--- src/rtl/approx_fp_pkg.sv ---
// Shared definitions for the approximate floating-point multiplier: precision
// mode encodings, out_flags bit positions and the exponent bias helper.
package approx_fp_pkg;

  typedef enum logic [1:0] {
    PM_EXACT     = 2'd0,
    PM_EXP_TRUNC = 2'd1,
    PM_FIX_TRUNC = 2'd2,
    PM_EXACT_ALT = 2'd3
  } prec_mode_e;

  localparam int FLAG_ZERO   = 0;
  localparam int FLAG_INF    = 1;
  localparam int FLAG_NAN    = 2;
  localparam int FLAG_APPROX = 3;

  function automatic int bias_f(input int exp_w);
    return (1 << (exp_w - 1)) - 1;
  endfunction

endpackage

--- src/rtl/booth_trunc_mul.sv ---
// Radix-4 Booth multiplier of two unsigned (MAN_W+1)-bit significands; each
// shifted partial product loses its columns below k before summation.
module booth_trunc_mul #(
  parameter int MAN_W     = 10,
  parameter int TRUNC_MAX = 7
) (
  input  logic [MAN_W:0]                 a,
  input  logic [MAN_W:0]                 b,
  input  logic [$clog2(MAN_W+1)-1:0]     k,
  output logic [2*(MAN_W+1)-1:0]         prod
);

  localparam int NB = MAN_W + 1;
  localparam int PW = 2 * NB;
  localparam int SW = PW + 2;
  localparam int ND = (NB + 2) / 2;
  localparam int KW = $clog2(MAN_W + 1);

  logic [2*ND:0]          bx;
  logic [KW-1:0]          keff;
  logic [SW-1:0]          mask;
  logic signed [SW-1:0]   a_s;
  logic signed [SW-1:0]   pp;
  logic signed [SW-1:0]   acc;
  logic                   unused_acc;

  assign bx   = {{(2*ND-NB){1'b0}}, b, 1'b0};
  assign keff = (k > KW'(TRUNC_MAX)) ? KW'(TRUNC_MAX) : k;
  assign mask = {SW{1'b1}} << keff;
  assign a_s  = $signed(SW'(a));

  // Masking every partial product leaves product bits [k-1:0] zero as well.
  always_comb begin
    acc = '0;
    pp  = '0;
    for (int i = 0; i < ND; i++) begin
      case ({bx[2*i+2], bx[2*i+1], bx[2*i]})
        3'b001, 3'b010: pp = a_s;
        3'b011:         pp = a_s <<< 1;
        3'b100:         pp = -(a_s <<< 1);
        3'b101, 3'b110: pp = -a_s;
        default:        pp = '0;
      endcase
      pp  = $signed((pp <<< (2*i)) & mask);
      acc = acc + pp;
    end
  end

  assign prod       = acc[PW-1:0];
  assign unused_acc = ^acc[SW-1:PW];

endmodule

--- src/rtl/approx_fp_mul_pipe.sv ---
// Three-stage approximate FP multiplier (unpack / truncated Booth / normalize).
// Define APPROX_FP_MUL_EXC_EN to enable zero/inf/NaN and over/underflow handling.
module approx_fp_mul_pipe
  import approx_fp_pkg::*;
#(
  parameter int EXP_W     = 5,
  parameter int MAN_W     = 10,
  parameter int TRUNC_MAX = 7,
  parameter int TAG_W     = 4
) (
  input  logic                   clk,
  input  logic                   rst,
  input  logic                   in_valid,
  output logic                   in_ready,
  input  logic [EXP_W+MAN_W:0]   in_a,
  input  logic [EXP_W+MAN_W:0]   in_b,
  input  logic [1:0]             prec_mode,
  input  logic [TAG_W-1:0]       in_tag,
  output logic                   out_valid,
  input  logic                   out_ready,
  output logic [EXP_W+MAN_W:0]   out_p,
  output logic [3:0]             out_flags,
  output logic [TAG_W-1:0]       out_tag
);

  localparam int W    = 1 + EXP_W + MAN_W;
  localparam int NB   = MAN_W + 1;
  localparam int PW   = 2 * NB;
  localparam int KW   = $clog2(MAN_W + 1);
  localparam int XW   = EXP_W + 2;
  localparam int BIAS = bias_f(EXP_W);

  logic v1_q, v2_q, v3_q;
  logic ld1, ld2, ld3;

  // A stage loads when it is empty or its content moves on this edge.
  assign ld3      = ~v3_q | out_ready;
  assign ld2      = ~v2_q | ld3;
  assign ld1      = ~v1_q | ld2;
  assign in_ready = ld1 & ~rst;

  // ---------------- S1: unpack, sign, exponent sum, k select
  logic                 sa, sb;
  logic [EXP_W-1:0]     ea, eb;
  logic [MAN_W-1:0]     ma, mb;
  logic [XW-1:0]        esum_d, e_mag;
  logic signed [XW-1:0] e_unb;
  logic [KW-1:0]        k_d;

  assign {sa, ea, ma} = in_a;
  assign {sb, eb, mb} = in_b;

  always_comb begin
    esum_d = XW'(ea) + XW'(eb);
    e_unb  = $signed(esum_d - XW'(2 * BIAS));
    e_mag  = e_unb[XW-1] ? $unsigned(-e_unb) : $unsigned(e_unb);
    k_d    = '0;
    case (prec_mode_e'(prec_mode))
      PM_EXP_TRUNC: k_d = ((e_mag >> 1) > XW'(TRUNC_MAX)) ? KW'(TRUNC_MAX) : KW'(e_mag >> 1);
      PM_FIX_TRUNC: k_d = KW'(TRUNC_MAX);
      PM_EXACT, PM_EXACT_ALT: k_d = '0;
      default: k_d = '0;
    endcase
  end

  logic             sign1_q;
  logic [XW-1:0]    esum1_q;
  logic [NB-1:0]    ma1_q, mb1_q;
  logic [KW-1:0]    k1_q;
  logic [TAG_W-1:0] tag1_q;

  // ---------------- S2: truncated Booth product
  logic [PW-1:0]    prod_s2;
  logic             sign2_q, approx2_q;
  logic [XW-1:0]    esum2_q;
  logic [PW-1:0]    prod2_q;
  logic [TAG_W-1:0] tag2_q;

  booth_trunc_mul #(.MAN_W(MAN_W), .TRUNC_MAX(TRUNC_MAX)) u_mul (
    .a    (ma1_q),
    .b    (mb1_q),
    .k    (k1_q),
    .prod (prod_s2)
  );

`ifdef APPROX_FP_MUL_EXC_EN
  localparam logic signed [XW-1:0] EXP_MAX  = XW'((1 << EXP_W) - 1);
  localparam logic [MAN_W-1:0]     QNAN_MAN = MAN_W'(1) << (MAN_W - 1);

  logic za, zb, ia, ib, na, nb;
  logic zero_d, inf_d, nan_d;
  logic zero1_q, inf1_q, nan1_q, zero2_q, inf2_q, nan2_q;

  // Exponent zero is treated as zero (subnormals flush).
  always_comb begin
    za     = (ea == '0);
    zb     = (eb == '0);
    ia     = (ea == '1) && (ma == '0);
    ib     = (eb == '1) && (mb == '0);
    na     = (ea == '1) && (ma != '0);
    nb     = (eb == '1) && (mb != '0);
    nan_d  = na | nb | (ia & zb) | (za & ib);
    inf_d  = (ia | ib) & ~nan_d;
    zero_d = (za | zb) & ~nan_d & ~inf_d;
  end
`endif

  // ---------------- S3: normalize and pack
  logic                 norm;
  logic [MAN_W-1:0]     man_n;
  logic signed [XW-1:0] exp_n;
  logic [W-1:0]         p_d;
  logic [3:0]           flags_d;
  logic                 unused_s3;

  always_comb begin
    norm    = prod2_q[PW-1];
    man_n   = norm ? prod2_q[PW-2 -: MAN_W] : prod2_q[PW-3 -: MAN_W];
    exp_n   = $signed(esum2_q - XW'(BIAS) + XW'(norm));
    p_d     = {sign2_q, exp_n[EXP_W-1:0], man_n};
    flags_d = '0;
    flags_d[FLAG_APPROX] = approx2_q;
`ifdef APPROX_FP_MUL_EXC_EN
    if (nan2_q) begin
      p_d = {sign2_q, {EXP_W{1'b1}}, QNAN_MAN};
      flags_d[FLAG_NAN] = 1'b1;
    end else if (inf2_q || (exp_n >= EXP_MAX)) begin
      p_d = {sign2_q, {EXP_W{1'b1}}, {MAN_W{1'b0}}};
      flags_d[FLAG_INF] = 1'b1;
    end else if (zero2_q || (exp_n <= 0)) begin
      p_d = {sign2_q, {(EXP_W+MAN_W){1'b0}}};
      flags_d[FLAG_ZERO] = 1'b1;
    end
`endif
  end

  assign unused_s3 = ^{prod2_q[MAN_W-1:0], exp_n[XW-1:EXP_W]};

  logic [W-1:0]     p_q;
  logic [3:0]       flags_q;
  logic [TAG_W-1:0] tag3_q;

  always_ff @(posedge clk) begin
    if (rst) begin
      v1_q    <= 1'b0;
      v2_q    <= 1'b0;
      v3_q    <= 1'b0;
      p_q     <= '0;
      flags_q <= '0;
      tag3_q  <= '0;
    end else begin
      if (ld1) begin
        v1_q <= in_valid;
        if (in_valid) begin
          sign1_q <= sa ^ sb;
          esum1_q <= esum_d;
          ma1_q   <= {1'b1, ma};
          mb1_q   <= {1'b1, mb};
          k1_q    <= k_d;
          tag1_q  <= in_tag;
`ifdef APPROX_FP_MUL_EXC_EN
          zero1_q <= zero_d;
          inf1_q  <= inf_d;
          nan1_q  <= nan_d;
`endif
        end
      end
      if (ld2) begin
        v2_q <= v1_q;
        if (v1_q) begin
          sign2_q   <= sign1_q;
          esum2_q   <= esum1_q;
          prod2_q   <= prod_s2;
          approx2_q <= (k1_q != '0);
          tag2_q    <= tag1_q;
`ifdef APPROX_FP_MUL_EXC_EN
          zero2_q <= zero1_q;
          inf2_q  <= inf1_q;
          nan2_q  <= nan1_q;
`endif
        end
      end
      if (ld3) begin
        v3_q <= v2_q;
        if (v2_q) begin
          p_q     <= p_d;
          flags_q <= flags_d;
          tag3_q  <= tag2_q;
        end
      end
    end
  end

  assign out_valid = v3_q;
  assign out_p     = p_q;
  assign out_flags = flags_q;
  assign out_tag   = tag3_q;

endmodule

--- config.mk ---
export PLATFORM = sky130hd
export DESIGN_NAME = approx_fp_mul_pipe
export DESIGN_NICKNAME = d
export VERILOG_FILES = /design/src/rtl/approx_fp_pkg.sv /design/src/rtl/booth_trunc_mul.sv /design/src/rtl/approx_fp_mul_pipe.sv
export SDC_FILE = /design/constraint.sdc
export NUM_CORES = 1
export LEC_CHECK = 0
export CELL_PAD_IN_SITES_DETAIL_PLACEMENT = 0
export CELL_PAD_IN_SITES_GLOBAL_PLACEMENT = 1
export CORE_ASPECT_RATIO = 0.6
export CORE_UTILIZATION = 45
export CTS_CLUSTER_SIZE = 10
export DETAILED_ROUTE_END_ITERATION = 8
export DONT_BUFFER_PORTS = 1
export PLACE_DENSITY = 0.77
export SETUP_SLACK_MARGIN = 0.05
export SYNTH_ARGS = -nofsm -noshare
export SYNTH_HDL_FRONTEND = slang
export SYNTH_SLANG_ARGS = --single-unit
--- constraint.sdc ---
create_clock -name clk -period 8.5 [get_ports clk]
set_input_delay 0.85 -clock clk [delete_from_list [all_inputs] [get_ports clk]]
set_output_delay 0.85 -clock clk [all_outputs]
set_load 0.01 [all_outputs]
# Yosys cells after proc, flatten, opt, wreduce, memory -nomap -nowiden
# Index checks and enable logic that the tools add are counted.
[op_classes] addsub=12 multipliers=0 div=0 magnitude_cmp=2 n_eq_ne=30 shift=1 n_mux=11 n_bitwise=16 reduce_logical=14
[ops] operator="22-bit bitwise AND" count=6
[ops] operator="22-bit adder" count=5
[ops] operator="20-bit case mux with 4 select lines" count=1
[ops] operator="18-bit case mux with 4 select lines" count=1
[ops] operator="22-bit case mux with 3 select lines" count=1
[ops] operator="16-bit case mux with 4 select lines" count=1
[ops] operator="14-bit case mux with 4 select lines" count=1
[ops] operator="3-bit == test (second input constant)" count=12
[ops] operator="3-bit by 2-bit == test with 1-bit output (second input constant)" count=8
[ops] operator="12-bit case mux with 2 select lines" count=1
[ops] operator="24-bit by 4-bit << shifter with 22-bit output (first input constant)" count=1
[ops] operator="11-bit negation with 22-bit output" count=1
[ops] operator="12-bit negation with 22-bit output" count=1
[ops] operator="2-bit OR reduction" count=9
[ops] operator="3-bit by 1-bit == test with 1-bit output (second input constant)" count=4
[ops] operator="4-bit case mux with 3 select lines" count=1
[ops] operator="10-bit two-way mux" count=1
[ops] operator="2-bit == test (second input constant)" count=4
[ops] operator="4-bit two-way mux" count=2
[ops] operator="7-bit two-way mux" count=1
[ops] operator="7-bit negation" count=1
[ops] operator="6-bit by 5-bit subtractor with 7-bit output (second input constant)" count=1
[ops] operator="5-bit by 5-bit adder with 6-bit output" count=1
[ops] operator="6-bit by 3-bit > comparator with 1-bit output (second input constant)" count=1
[ops] operator="12 further kinds" count=20
[word_totals] reg_bits=91 latch_bits=0 mem_bits_rw=0 romBits=0 input_bits=42 output_inout_bits=26 word_cells=103 mem_count=0

# Depth between registers and ports, before layout
[depth] word_depth=9 ltp_mapped=23 ltp_nobuf=20

# Modules after synthesis
# Synthesis repeated with hierarchy kept, for this count alone.
[hier_totals] hier_cells=1016 hier_area_um2=8668.3
[by_module_without_submodules] mod="booth_trunc_mul" instances=1 cells_each=756 area_per_inst_um2=5345.1 seq_area_each_um2=0.0
[by_module_without_submodules] mod="approx_fp_mul_pipe" instances=1 cells_each=260 area_per_inst_um2=3323.2 seq_area_each_um2=2192.1

# Worst setup path after synthesis
# OpenSTA, ideal clock, no wires.
[synth_timing] kind="register to register" start="register ma1_q[0]" end="register prod2_q[18] (data pin)" setup_ps=180 arrival_time_ps=5427 t_required_ps=8320 slack_ps=2893 path_stages_with_launch=24 n_path_buf=3 period_less_slack_ps=5607 cell_sequence="edfxtp_1 > buf_6 > inv_1 > ha_1 > buf_4 > or3b_2 > clkbuf_1 > xnor2_1 > nor2_1 > a21oi_1 > a2bb2oi_1 > a21oi_1 > fa_1 > fa_1 > inv_1 > fa_1 > inv_1 > ha_1 > o211ai_1 > a21boi_0 > a41oi_4 > or3_4 > a211o_1 > o311ai_1"
[synth_between] elab_chain_cells=8 word_cells_on_any_way=19 cone_classes="add/sub: 7; mux: 6; bitwise: 6"
[synth_lines] element="from (decl)" line_no="approx_fp_mul_pipe.sv:68" source="logic [NB-1:0] ma1_q, mb1_q;"
[synth_lines] element="from (signal assigned)" line_no="approx_fp_mul_pipe.sv:157" source="ma1_q <= {1'b1, ma};"
[synth_lines] element="12-bit negation with 22-bit output / 11-bit negation with 22-bit output (equally long branches)" line_no="booth_trunc_mul.sv:40, booth_trunc_mul.sv:41"
[synth_lines] element="20-bit case mux with 4 select lines / 22-bit case mux with 3 select lines (equally long branches)" line_no="booth_trunc_mul.sv:37" source="case ({bx[2*i+2], bx[2*i+1], bx[2*i]})"
[synth_lines] element="22-bit bitwise AND" line_no="booth_trunc_mul.sv:44" source="pp = $signed((pp <<< (2*i)) & mask);"
[synth_lines] element="22-bit adder (4 in a row)" line_no="booth_trunc_mul.sv:45" source="acc = acc + pp;"
[synth_lines] element="22-bit adder (*)" line_no="booth_trunc_mul.sv:45"
[synth_lines] element="named net prod_s2[18]" line_no="approx_fp_mul_pipe.sv:73" source="logic [PW-1:0] prod_s2;"
[synth_lines] element="to (signal assigned)" line_no="approx_fp_mul_pipe.sv:173" source="prod2_q <= prod_s2;"
[synth_lines] element="to (decl)" line_no="approx_fp_mul_pipe.sv:76" source="logic [PW-1:0] prod2_q;"
# The timed path passes the listed nets; every way through them passes the cells marked *.
# A chain may end at the register's enable or synchronous reset.

# Worst setup path after layout
[layout_timing] start="register ma1_q[0]" end="register prod2_q[20] (data pin)"
# The elaborated chain is that of the path after synthesis.

==> flow_results.xml <==
<?xml version="1.0" encoding="UTF-8"?>
<metrics>
  <group name="outcome">
    <metric name="run_status" unit="">finished, final reports clean</metric>
  </group>
  <group name="clocking">
    <metric name="hold_buffers" unit="">0</metric>
    <metric name="worst_setup_hold_path_clk_slew" unit="ns">0.07</metric>
    <metric name="cts.root.buffer_cell" unit="">sky130_fd_sc_hd__clkbuf_16</metric>
    <metric name="tritoncts" unit="">yes</metric>
    <metric name="cts-buffers-inserted" unit="">9</metric>
    <metric name="cts.sinks" unit="">81</metric>
    <metric name="post-cts-setup-buffers" unit="">0</metric>
    <metric name="cts_max_level" unit="">3</metric>
    <metric name="worst_case_clock_buffer_depth" unit="">2</metric>
    <metric name="clk_latency" unit="ns">0.36</metric>
    <metric name="cts.repair.resized" unit="">0</metric>
  </group>
  <group name="placement">
    <metric name="buffer_ports.inserted" unit="">0</metric>
    <metric name="routabilityCongestion" unit="">1.002</metric>
    <metric name="dp_slack" unit="ns">2.016</metric>
    <metric name="detailed_place.area" unit="um^2">7802</metric>
    <metric name="post-dp-hpwl" unit="mm">16.47</metric>
  </group>
  <group name="floorplanning">
    <metric name="ioPinCount" unit="">68</metric>
    <metric name="die_height" unit="um">103.3</metric>
    <metric name="initial_cell_density_of_the_core" unit="%">46.72</metric>
    <metric name="placeableCoreArea" unit="um^2">16490</metric>
    <metric name="rows" unit="">36</metric>
    <metric name="dieArea" unit="um^2">17660</metric>
    <metric name="die_width" unit="um">170.9</metric>
  </group>
  <group name="routing">
    <metric name="routed_wire_length" unit="mm">21.60</metric>
    <metric name="drt_first_pass_iters" unit="">5</metric>
    <metric name="ant_nets" unit="">0</metric>
    <metric name="drc" unit="">0</metric>
    <metric name="routed_wire_length_per_instance" unit="um">21.01</metric>
    <metric name="detailed_route_vias_per_instance" unit="">6.056</metric>
    <metric name="first_iter_violations" unit="">654</metric>
    <metric name="via_count" unit="">6226</metric>
  </group>
  <group name="grt">
    <metric name="grt.met2_usage" unit="%">34.66</metric>
    <metric name="layer_carrying_the_most_global_route_usage" unit="">met1</metric>
    <metric name="grt_usage" unit="%">25.70</metric>
    <metric name="gr-total-overflow" unit="">0</metric>
    <metric name="largest_net_degree_at_the_start_of_global_routing" unit="">41</metric>
    <metric name="global_route_wire_length_before_repair" unit="mm">33.15</metric>
    <metric name="antenna_found_initial" unit="">0</metric>
    <metric name="gr-usage-met1" unit="%">38.41</metric>
    <metric name="gr-usage-met3" unit="%">8.752</metric>
    <metric name="via_count_of_the_first_global_routing_pass" unit="">5809</metric>
  </group>
  <group name="synthesis">
    <metric name="ys_warn_count" unit="">0</metric>
    <metric name="synth_cell_type_count" unit="">73</metric>
    <metric name="synth_area_per_cell" unit="um^2">9.213</metric>
    <metric name="sequential_area_share_after_synthesis" unit="%">28.46</metric>
    <metric name="mappedNetlistArea" unit="um^2">7702</metric>
    <metric name="postSynthCellCount" unit="">836</metric>
    <metric name="synth-edff-count" unit="">57</metric>
    <metric name="ys_ff_latch" unit="">81</metric>
    <metric name="synth-async-reset-ratio" unit="%">0</metric>
    <metric name="postSynth.topFlopCell" unit="">sky130_fd_sc_hd__edfxtp_1</metric>
  </group>
  <group name="timing">
    <metric name="period_share" unit="%">77.62</metric>
    <metric name="maxClockFrequency" unit="MHz">151.6</metric>
    <metric name="grt_setup_unrepaired" unit="">no</metric>
    <metric name="worst_pin_slew" unit="ns">1.097</metric>
    <metric name="maxSlewHeadroom" unit="%">26.85</metric>
    <metric name="min_period" unit="ns">6.597</metric>
    <metric name="hold_violations" unit="">0</metric>
    <metric name="worst_clock_skew" unit="ns">0.01364</metric>
    <metric name="finalSetupViolCount" unit="">0</metric>
    <metric name="finalMaxSlewViolations" unit="">0</metric>
    <metric name="final_critical_path_setup_slack" unit="ns">1.903</metric>
    <metric name="finalSetupTns" unit="ns">0</metric>
  </group>
  <group name="worst_setup_path">
    <metric name="path_max_fanout" unit="">9</metric>
    <metric name="endpoint_arrival_time_on_the_critical_path" unit="ns">6.71</metric>
    <metric name="cp.required" unit="ns">8.61</metric>
    <metric name="setup.worst_path.start_class" unit="">flop</metric>
    <metric name="cp-end-kind" unit="">flop</metric>
    <metric name="worstSetupPathType" unit="">flop to flop</metric>
  </group>
  <group name="pwr">
    <metric name="p_total" unit="mW">2.486</metric>
    <metric name="p_leak" unit="nW">3.233</metric>
    <metric name="vdd_ir_drop_max" unit="mV">0.1871</metric>
    <metric name="cellPowerDensity" unit="nW/um^2">306.7</metric>
  </group>
  <group name="cells_and_area">
    <metric name="syn_to_final_growth" unit="%">5.214</metric>
    <metric name="finalNetCount" unit="">928</metric>
    <metric name="proportion_of_layout_cells_with_a_drive_suffix_above_1" unit="%">7.125</metric>
    <metric name="sequential_cell_area" unit="um^2">2192</metric>
    <metric name="postLayoutCellArea" unit="um^2">8104</metric>
    <metric name="n_fill_cell" unit="">1552</metric>
    <metric name="multi_input_comb_area" unit="um^2">4957</metric>
    <metric name="final_util" unit="%">49.16</metric>
    <metric name="insertedDiodeCount" unit="">0</metric>
  </group>
  <group name="hold_path">
    <metric name="hold_class" unit="">flop to flop</metric>
  </group>
  <group name="run">
    <metric name="drv.max_cap_violation_count" unit="">0</metric>
  </group>
</metrics>
[stage by stage]
step | hold WS, ns | std cells
floorplan | 0.4003 | 839
global placement | 0.4037 | 1012
detailed placement | 0.4045 | 1012
CTS | 0.4200 | 1028
global route | 0.4313 | 1028
finish | 0.4197 | 1028
[cells in the final DEF, fill, tap and decap left out, types with 10 or more instances in the layout]
cell and instances:
sky130_fd_sc_hd__a21oi_1 55, sky130_fd_sc_hd__a22oi_1 17, sky130_fd_sc_hd__a211oi_1 18, sky130_fd_sc_hd__buf_4 10
sky130_fd_sc_hd__ha_1 37, sky130_fd_sc_hd__nor3_1 11, sky130_fd_sc_hd__fa_1 54, sky130_fd_sc_hd__nand2_1 79
sky130_fd_sc_hd__mux2i_1 23, sky130_fd_sc_hd__a221oi_1 22, sky130_fd_sc_hd__dfxtp_1 24, sky130_fd_sc_hd__inv_1 78
sky130_fd_sc_hd__xnor2_1 36, sky130_fd_sc_hd__o21ai_0 48, sky130_fd_sc_hd__edfxtp_1 57, sky130_fd_sc_hd__nor2_1 55
sky130_fd_sc_hd__xor2_1 18
[synth_stat cells (3+ instances only)]
cell type | count | area, um^2
sky130_fd_sc_hd__xor2_1 | 18 | 157.7
sky130_fd_sc_hd__o22ai_1 | 5 | 31.28
sky130_fd_sc_hd__nand3_1 | 9 | 45.04
sky130_fd_sc_hd__edfxtp_1 | 57 | 1712
sky130_fd_sc_hd__o31ai_1 | 4 | 30.03
sky130_fd_sc_hd__nand2_1 | 79 | 296.5
sky130_fd_sc_hd__xnor2_1 | 36 | 315.3
sky130_fd_sc_hd__nor2b_1 | 6 | 37.54
sky130_fd_sc_hd__a2bb2oi_1 | 6 | 52.55
sky130_fd_sc_hd__o221ai_1 | 5 | 43.79
sky130_fd_sc_hd__or3_1 | 4 | 25.02
sky130_fd_sc_hd__a31oi_1 | 7 | 43.79
sky130_fd_sc_hd__nor3_1 | 11 | 55.05
sky130_fd_sc_hd__buf_1 | 7 | 26.28
sky130_fd_sc_hd__a22o_1 | 3 | 26.28
sky130_fd_sc_hd__maj3_2 | 4 | 45.04
sky130_fd_sc_hd__a211oi_1 | 18 | 135.1
sky130_fd_sc_hd__buf_4 | 6 | 45.04
sky130_fd_sc_hd__ha_1 | 37 | 462.9
sky130_fd_sc_hd__nor2_1 | 55 | 206.5
sky130_fd_sc_hd__a211o_1 | 4 | 35.03
sky130_fd_sc_hd__o211ai_1 | 3 | 22.52
sky130_fd_sc_hd__and2_1 | 6 | 37.54
sky130_fd_sc_hd__mux2i_1 | 23 | 230.2
sky130_fd_sc_hd__clkbuf_1 | 48 | 180.2
sky130_fd_sc_hd__nand2b_1 | 7 | 43.79
sky130_fd_sc_hd__a21o_1 | 8 | 60.06
sky130_fd_sc_hd__o21ai_0 | 48 | 240.2
sky130_fd_sc_hd__a221oi_1 | 22 | 192.7
sky130_fd_sc_hd__buf_2 | 3 | 15.01
sky130_fd_sc_hd__a22oi_1 | 17 | 127.6
sky130_fd_sc_hd__inv_1 | 78 | 292.8
sky130_fd_sc_hd__dfxtp_1 | 24 | 480.5
sky130_fd_sc_hd__a221o_1 | 4 | 40.04
sky130_fd_sc_hd__mux2_2 | 7 | 78.83
sky130_fd_sc_hd__a21boi_0 | 4 | 30.03
sky130_fd_sc_hd__fa_1 | 54 | 1081
sky130_fd_sc_hd__a21oi_1 | 55 | 275.3
[sequential cells by signal, indices dropped and copies added, names as in the netlist]
name / cells
v2_q: 1
sign2_q: 1
ma1_q: 10
out_flags: 1
out_p: 16
tag1_q: 4
approx2_q: 1
mb1_q: 10
sign1_q: 1
v1_q: 1
out_valid: 1
tag2_q: 4
out_tag: 4
esum1_q: 5
k1_q: 4
prod2_q: 12
esum2_q: 5
[where the power goes]
part           switching [mW]  internal, mW  leakage, nW
registers              0.0681         0.542        0.723
clock network           0.179         0.232        0.150
logic                   0.828         0.637         2.36
[critical path: stages (launching register included)]
cell,delay [ns]
sky130_fd_sc_hd__edfxtp_1,0.55
sky130_fd_sc_hd__inv_1,0.22
sky130_fd_sc_hd__ha_1,0.35
sky130_fd_sc_hd__or3b_2,0.56
sky130_fd_sc_hd__xnor2_1,0.77
sky130_fd_sc_hd__nor2_1,0.09
sky130_fd_sc_hd__a21oi_1,0.16
sky130_fd_sc_hd__a2bb2oi_1,0.17
sky130_fd_sc_hd__a21oi_1,0.11
sky130_fd_sc_hd__fa_1,0.45
sky130_fd_sc_hd__fa_1,0.51
sky130_fd_sc_hd__inv_1,0.05
sky130_fd_sc_hd__fa_1,0.52
sky130_fd_sc_hd__inv_1,0.04
sky130_fd_sc_hd__ha_1,0.34
sky130_fd_sc_hd__o211ai_1,0.15
sky130_fd_sc_hd__a21boi_0,0.31
sky130_fd_sc_hd__a41oi_4,0.22
sky130_fd_sc_hd__o31ai_1,0.46
sky130_fd_sc_hd__a31oi_1,0.17
sky130_fd_sc_hd__xnor2_1,0.15
[cell families (layout without fill, tap and decap cells)]
family	count (synthesis)	count (layout)	synth area share [%]
compound gates	232	232	21.04
xor+xnor	54	54	6.140
fa+ha+maj	95	95	20.63
buf+inv	143	104	7.407
flops	81	81	28.46
mux	30	30	4.012
other cells	1	4	0.04869
simple gates	200	200	12.26
[final timing paths]
path / startpoint / endpoint / slack [ns] / cells after the start
min reg2reg: tag1_q[1]$_DFFE_PP_ / tag2_q[1]$_DFFE_PP_ / 0.42 / 0
max reg2reg: ma1_q[0]$_DFFE_PP_ / prod2_q[20]$_DFFE_PP_ / 1.90 / 20
max: ma1_q[0]$_DFFE_PP_ / prod2_q[20]$_DFFE_PP_ / 1.90 / 20
min: tag1_q[1]$_DFFE_PP_ / tag2_q[1]$_DFFE_PP_ / 0.42 / 0
[metal layers]
layer  routed length (um)  up-vias
li1                     -     2874
met1                10150     3032
met2                 8531      289
met3                 2566       31
met4                  353        0
met5                    0        -
[cell type report]
type	count	area share [%]
Tap cell	228	3.520
Timing Repair Buffer	10	0.9264
Clock buffer	9	2.779
Inverter	78	3.613
Sequential cell	81	27.05
Clock inverter	7	0.9418
Multi-Input combinational cell	615	61.17
(Power assumes the default switching activity.)
